`src/rtl/mips_pkg.sv`:
```
// Shared encodings for the MIPS32 writeback path: result select, load size, and
// the fixed register-zero and link-offset constants.
package mips_pkg;

    typedef enum logic [1:0] {
        RES_ALU  = 2'd0,
        RES_LOAD = 2'd1,
        RES_LINK = 2'd2
    } res_sel_e;

    typedef enum logic [1:0] {
        LD_B = 2'd0,
        LD_H = 2'd1,
        LD_W = 2'd2
    } ld_size_e;

    localparam logic [4:0]  REG_ZERO    = 5'd0;
    localparam logic [31:0] LINK_OFFSET = 32'd8;

    // Size 3 behaves as a word access, so any access with size[1] set needs word alignment.
    function automatic logic ld_misaligned(input logic [1:0] size, input logic [1:0] off);
        return ((size == LD_H) && off[0]) || (size[1] && (off != 2'd0));
    endfunction

endpackage

```
`src/rtl/mips_load_fmt.sv`:
```
// Little-endian load formatter: selects the byte/half/word lane from an aligned
// memory word and sign- or zero-extends it to 32 bits. Purely combinational.
module mips_load_fmt
    import mips_pkg::*;
(
    input  logic [31:0] word,
    input  logic [1:0]  size,
    input  logic        uns,
    input  logic [1:0]  off,
    output logic [31:0] data
);

    logic [7:0]  byte_lane;
    logic [15:0] half_lane;

    always_comb begin
        byte_lane = word[{off, 3'b000} +: 8];
        half_lane = off[1] ? word[31:16] : word[15:0];
        case (size)
            LD_B:    data = {{24{~uns & byte_lane[7]}}, byte_lane};
            LD_H:    data = {{16{~uns & half_lane[15]}}, half_lane};
            default: data = word;
        endcase
    end

endmodule

```
`src/rtl/mips_wb_stage.sv`:
```
// MEM/WB pipeline register and writeback formatter driving the register bank write port.
// Define WB_FORWARD_EN to add the writeback-to-decode forwarding compare ports.
module mips_wb_stage
    import mips_pkg::*;
#(
    parameter int DW = 32,
    parameter int AW = 5
) (
    input  logic          clk,
    input  logic          rst_n,
    input  logic          in_valid,
    output logic          in_ready,
    input  logic          stall,
    input  logic          flush,
    input  logic          in_reg_write,
    input  logic [AW-1:0] in_rd_addr,
    input  logic [1:0]    in_res_sel,
    input  logic [DW-1:0] in_alu_res,
    input  logic [DW-1:0] in_mem_data,
    input  logic [DW-1:0] in_pc,
    input  logic [1:0]    in_ld_size,
    input  logic          in_ld_uns,
    input  logic [1:0]    in_byte_off,
`ifdef WB_FORWARD_EN
    input  logic [AW-1:0] fwd_addr1,
    input  logic [AW-1:0] fwd_addr2,
    output logic          fwd_hit1,
    output logic          fwd_hit2,
    output logic [DW-1:0] fwd_data,
`endif
    output logic          rw_en,
    output logic [AW-1:0] rw_addr,
    output logic [DW-1:0] rw_data,
    output logic          align_err,
    output logic [31:0]   retired_cnt
);

    // Handshake: a transfer from the memory stage happens on a rising edge where
    // in_valid && in_ready (in_ready == !stall); flush overrides and drops the beat.
    assign in_ready = !stall;

    logic          wb_valid;
    logic          wb_reg_write;
    logic [AW-1:0] wb_rd_addr;
    logic [1:0]    wb_res_sel;
    logic [DW-1:0] wb_alu_res;
    logic [DW-1:0] wb_mem_data;
    logic [DW-1:0] wb_pc;
    logic [1:0]    wb_ld_size;
    logic          wb_ld_uns;
    logic [1:0]    wb_byte_off;

    always_ff @(posedge clk or negedge rst_n) begin
        if (!rst_n) begin
            wb_valid     <= 1'b0;
            wb_reg_write <= 1'b0;
            wb_rd_addr   <= '0;
            wb_res_sel   <= 2'd0;
            wb_alu_res   <= '0;
            wb_mem_data  <= '0;
            wb_pc        <= '0;
            wb_ld_size   <= 2'd0;
            wb_ld_uns    <= 1'b0;
            wb_byte_off  <= 2'd0;
        end else if (flush) begin
            wb_valid <= 1'b0;
        end else if (!stall) begin
            wb_valid <= in_valid;
            if (in_valid) begin
                wb_reg_write <= in_reg_write;
                wb_rd_addr   <= in_rd_addr;
                wb_res_sel   <= in_res_sel;
                wb_alu_res   <= in_alu_res;
                wb_mem_data  <= in_mem_data;
                wb_pc        <= in_pc;
                wb_ld_size   <= in_ld_size;
                wb_ld_uns    <= in_ld_uns;
                wb_byte_off  <= in_byte_off;
            end
        end
    end

    // Suppressed writes ($zero, misaligned) still count as retired.
    always_ff @(posedge clk or negedge rst_n) begin
        if (!rst_n) begin
            retired_cnt <= 32'd0;
        end else if (wb_valid && !stall) begin
            retired_cnt <= retired_cnt + 32'd1;
        end
    end

    logic [DW-1:0] load_data;

    mips_load_fmt u_load_fmt (
        .word (wb_mem_data),
        .size (wb_ld_size),
        .uns  (wb_ld_uns),
        .off  (wb_byte_off),
        .data (load_data)
    );

    assign align_err = wb_valid && (wb_res_sel == RES_LOAD)
                       && ld_misaligned(wb_ld_size, wb_byte_off);

    always_comb begin
        case (wb_res_sel)
            RES_LOAD: rw_data = load_data;
            RES_LINK: rw_data = wb_pc + LINK_OFFSET;
            default:  rw_data = wb_alu_res;
        endcase
    end

    // A stalled instruction holds rw_en low until its final, unstalled cycle.
    assign rw_en   = wb_valid && wb_reg_write && (wb_rd_addr != REG_ZERO) && !align_err && !stall;
    assign rw_addr = wb_rd_addr;

`ifdef WB_FORWARD_EN
    assign fwd_hit1 = rw_en && (fwd_addr1 == rw_addr);
    assign fwd_hit2 = rw_en && (fwd_addr2 == rw_addr);
    assign fwd_data = rw_data;
`endif

endmodule

```
`config.mk`:
```
export PLATFORM = sky130hd
export DESIGN_NAME = mips_wb_stage
export DESIGN_NICKNAME = d
export VERILOG_FILES = /design/src/rtl/mips_pkg.sv /design/src/rtl/mips_load_fmt.sv /design/src/rtl/mips_wb_stage.sv
export SDC_FILE = /design/constraint.sdc
export NUM_CORES = 1
export LEC_CHECK = 0
export CAP_MARGIN = 10
export CORE_MARGIN = 10
export CORE_UTILIZATION = 50
export CTS_BUF_LIST = sky130_fd_sc_hd__clkbuf_16
export DETAILED_ROUTE_END_ITERATION = 10
export PLACE_DENSITY = 0.81
export SLEW_MARGIN = 20
export SYNTH_ARGS = -nofsm -noshare
export SYNTH_HDL_FRONTEND = slang
export SYNTH_HIERARCHICAL = 1
export SYNTH_SLANG_ARGS = --single-unit
```
`constraint.sdc`:
```
create_clock -name clk -period 2.05 [get_ports clk]
set_input_delay 0.3075 -clock clk [delete_from_list [all_inputs] [get_ports clk]]
set_output_delay 0.3075 -clock clk [all_outputs]
set_load 0.01 [all_outputs]
```
==> run metrics <==
status=finished with violations; failing checks=negative setup slack; share of cells above drive strength 1=42.9%; Antenna Nets Post-Route=0; Post-route DRC=0; effective utilization at floorplan=50.9%; cells after synthesis=691; LEAKAGE=5.12 nW; Fin Setup TNS=-18080 ps; vias in the first global route=7309; GPL Wtd Cong=0.891; maximum buffer depth of the clock tree=2; slowest CP cell=dfrtp_1; Compound-Gate Fraction of Synth Area=9.38%; post-synth cell types=53; CTS clk-pin slew, worst paths=70 ps; Async SR Flop Fraction=100%; diode count=0; largest net degree at the start of global routing=68; RSZ-0062 raised after global routing=true; WL per Instance=22.6 um; cell family with most CP delay=buffers and inverters; Worst Hold Class=in2async; peak supply drop=0.000739 V; final worst path period share=136%; HPWL Detailed=17700 um; row cnt=44; die width=141 um; PD cells=959 nW/um^2; Final Hold Fails=0; register area share after synthesis=48.2%; via count=7006; Sw Share=35.9%; Int Power=7.19 mW; f_max=358 MHz; post-synthesis xor/xnor area fraction=6.90%; clk_lat worst skew=440 ps; vias per inst=5.82; Worst Path Buf+Inv=4; clock share of power=28.4%; Max Cap Violations=0; EDFF count, synth=0; grt ovf=0; root buffer cell=clkbuf_16; FF+latch count, synth=142; largest family of logic cells by synthesized area=simple AND/OR/NAND/NOR gates; reg2reg end=retired_cnt[22]; Slew HR=66.4%; Routed WL=27200 um; pre-CTS setup slack=-673 ps; Synthesis Warnings=6; CP startpoint kind=register; I/O Buffers=185; Setup-failing EPs final=33; Crit. End Element=output port; clock sink count=142; Worst EP arrival=2490 ps; core area=14500 um^2; 1st-iter DRT viols=686; Tmin final=2790 ps; Pwr Total=11.2 mW; I/O pins=186; CTS tree=done; TritonCTS Buffers=17; DP Area=10200 um^2; Main synth FF type=dfrtp_1; Setup Skew=7.86 ps; fin area=11700 um^2; Initial DRT Pass Iterations=5; Area Growth Syn to Fin=58.7%; Nets=1124; syn_area_per_cell=10.7 um^2; CP cell instances=buf_6 -> nand4_1 -> nor4_4 -> buf_4 -> buf_12 -> nand2_1 -> xor2_1 -> a221oi_2 -> buf_2; post-route setup slack=-743 ps; combinational share of power=38.8%; initial antenna violation count=0; post-synthesis mux area share=15.7%; Post-Synth Adder-Cell Area=0.679%; synthesized area=7370 um^2; simple-gate area share of the yosys netlist=15.9%; first-pass GRT wire length=39600 um; WS Path Type=reg2out; GRT Overall Usage=24.9%; FF-to-FF path depth=7; Slowest Stage Delay on Critical Path=410 ps; R2R setup slack=260 ps; H-tree lvl count=4; switching power=4.02 mW; Slew Limit Fails=0; Syn Nets=809; Crit Path Max Fanout=4; Worst Tran Pin Value=500 ps; Die Area=20000 um^2; hold_ws=240 ps; Reg power frac=32.8%; die height=141 um; r2r startpoint=retired_cnt[0]; Worst Path Required=1740 ps
[placed cells by master, fill, tap and decap left out, types with 5 or more instances in the layout]
master,Yosys,routed
nor2_1,17,13
inv_1,14,14
buf_2,11,32
nor2b_4,0,5
xor2_1,27,23
o21ai_1,3,8
nand2_1,130,104
nand2_2,2,20
buf_6,1,22
a21oi_2,0,5
clkdlybuf4s50_1,0,150
o21ai_2,0,5
clkbuf_16,0,18
inv_6,0,5
nand2_4,0,8
nand3_1,23,19
o21ai_0,22,12
dfrtp_1,142,138
a221oi_2,2,5
mux2_2,99,99
a221o_1,8,8
o221ai_2,1,13
buf_12,0,12
xnor2_1,31,30
nand4_1,10,10
a22oi_2,0,14
and3_1,16,16
buf_4,3,115
[per-stage QoR]
stage          std cells  utilization, %
2_1_floorplan        691               -
3_3_place_gp        1127            70.3
3_5_place_dp        1127            70.3
4_1_cts             1185            77.7
5_1_grt             1203            80.8
6_report            1203            80.8
[worst reg2reg max path, delay by kind of cell, from the launching register on]
family	cells	cell delay, ps
AND/OR/NAND/NOR	4	780
flip-flops	1	410
buffers and inverters	1	180
adder cells (fa/ha/maj)	1	170
XOR/XNOR	1	150
[cell families (layout without fill, tap and decap cells)]
kind of cell    count (synthesis)  after routing
compound gates                 94             94
flops                         142            142
simple gates                  237            237
fa+ha+maj                       4              4
xor+xnor                       58             58
buf+inv                        53            381
mux                           103            103
[Yosys cell counts, drive strengths merged, types with 2 or more instances]
cell type | number | share of area, %
dfrtp | 142 | 48
nand2 | 132 | 6.8
mux2 | 100 | 15
xnor2 | 31 | 3.7
xor2 | 27 | 3.2
o21ai | 25 | 1.7
nand3 | 24 | 1.7
clkbuf | 21 | 1.1
buf | 17 | 1.3
nor2 | 17 | 0.87
o221ai | 17 | 2.1
and3 | 16 | 1.4
inv | 15 | 0.76
a22oi | 14 | 1.4
a21oi | 11 | 0.75
nand4 | 11 | 1.1
nor2b | 10 | 0.88
a221o | 8 | 1.1
nand2b | 8 | 0.68
a221oi | 6 | 0.88
nor4 | 6 | 1.3
ha | 4 | 0.68
a21o | 3 | 0.31
a2bb2oi | 3 | 0.36
and4 | 3 | 0.36
mux2i | 3 | 0.41
nor3 | 3 | 0.20
o22a | 3 | 0.36
or2 | 2 | 0.17
[worst max-delay path by stage]
stage	from	to	cells past startpoint
after floorplan	wb_pc[3]	rw_data[31]	6
after global placement	wb_byte_off[1]	rw_data[7]	7
after detailed placement	wb_byte_off[1]	rw_data[7]	7
after CTS	wb_byte_off[0]	rw_data[10]	9
after global routing	wb_byte_off[0]	rw_data[10]	9
final	wb_pc[4]	rw_data[28]	9
[layer usage]
| metal | wire length [um] | vias to the layer above | track usage (%) |
|---|---|---|---|
| met5 | 0 | - | 0 |
| met4 | 1440 | 0 | 13.1 |
| met3 | 2400 | 114 | 8.24 |
| met2 | 13200 | 408 | 41.2 |
| met1 | 10200 | 3404 | 28.1 |
| li1 | - | 3080 | - |
[power by group through the flow]
stage               clock network, mW  logic [mW]  registers [mW]
global route                     3.32        4.60            3.71
floorplan                           0        1.65            3.62
finish                           3.19        4.35            3.67
CTS                              3.17        3.85            3.62
global placement                    0        3.50            3.61
detailed placement                  0        3.57            3.64
[cell type report]
| type | count | area [um^2] |
|---|---|---|
| fillers | 833 | 2790 |
| multi-input cells | 496 | 4190 |
| clock buffers | 17 | 425 |
| flip-flops and latches | 142 | 3560 |
| clock inverters | 15 | 170 |
| well taps | 184 | 230 |
| repair buffers | 334 | 3060 |
| inverters | 15 | 56.3 |
[registers in the layout (all words and copies together) (netlist names)]
register / flops
wb_alu_res: 32
wb_reg_write: 1
wb_ld_uns: 1
wb_ld_size: 2
wb_pc: 32
wb_mem_data: 32
wb_res_sel: 2
retired_cnt: 32
wb_valid: 1
wb_byte_off: 2
rw_addr: 5
[what timing repair did]
item,CTS,global route
setup buffers,26,20
gates cloned,0,1
pin swaps,38,39
hold buffers,1,0
setup endpoints to repair,34,33
gates resized for setup,248,66
hold endpoints to repair,142,0
Note: power is estimated with default switching activity, not from simulation.
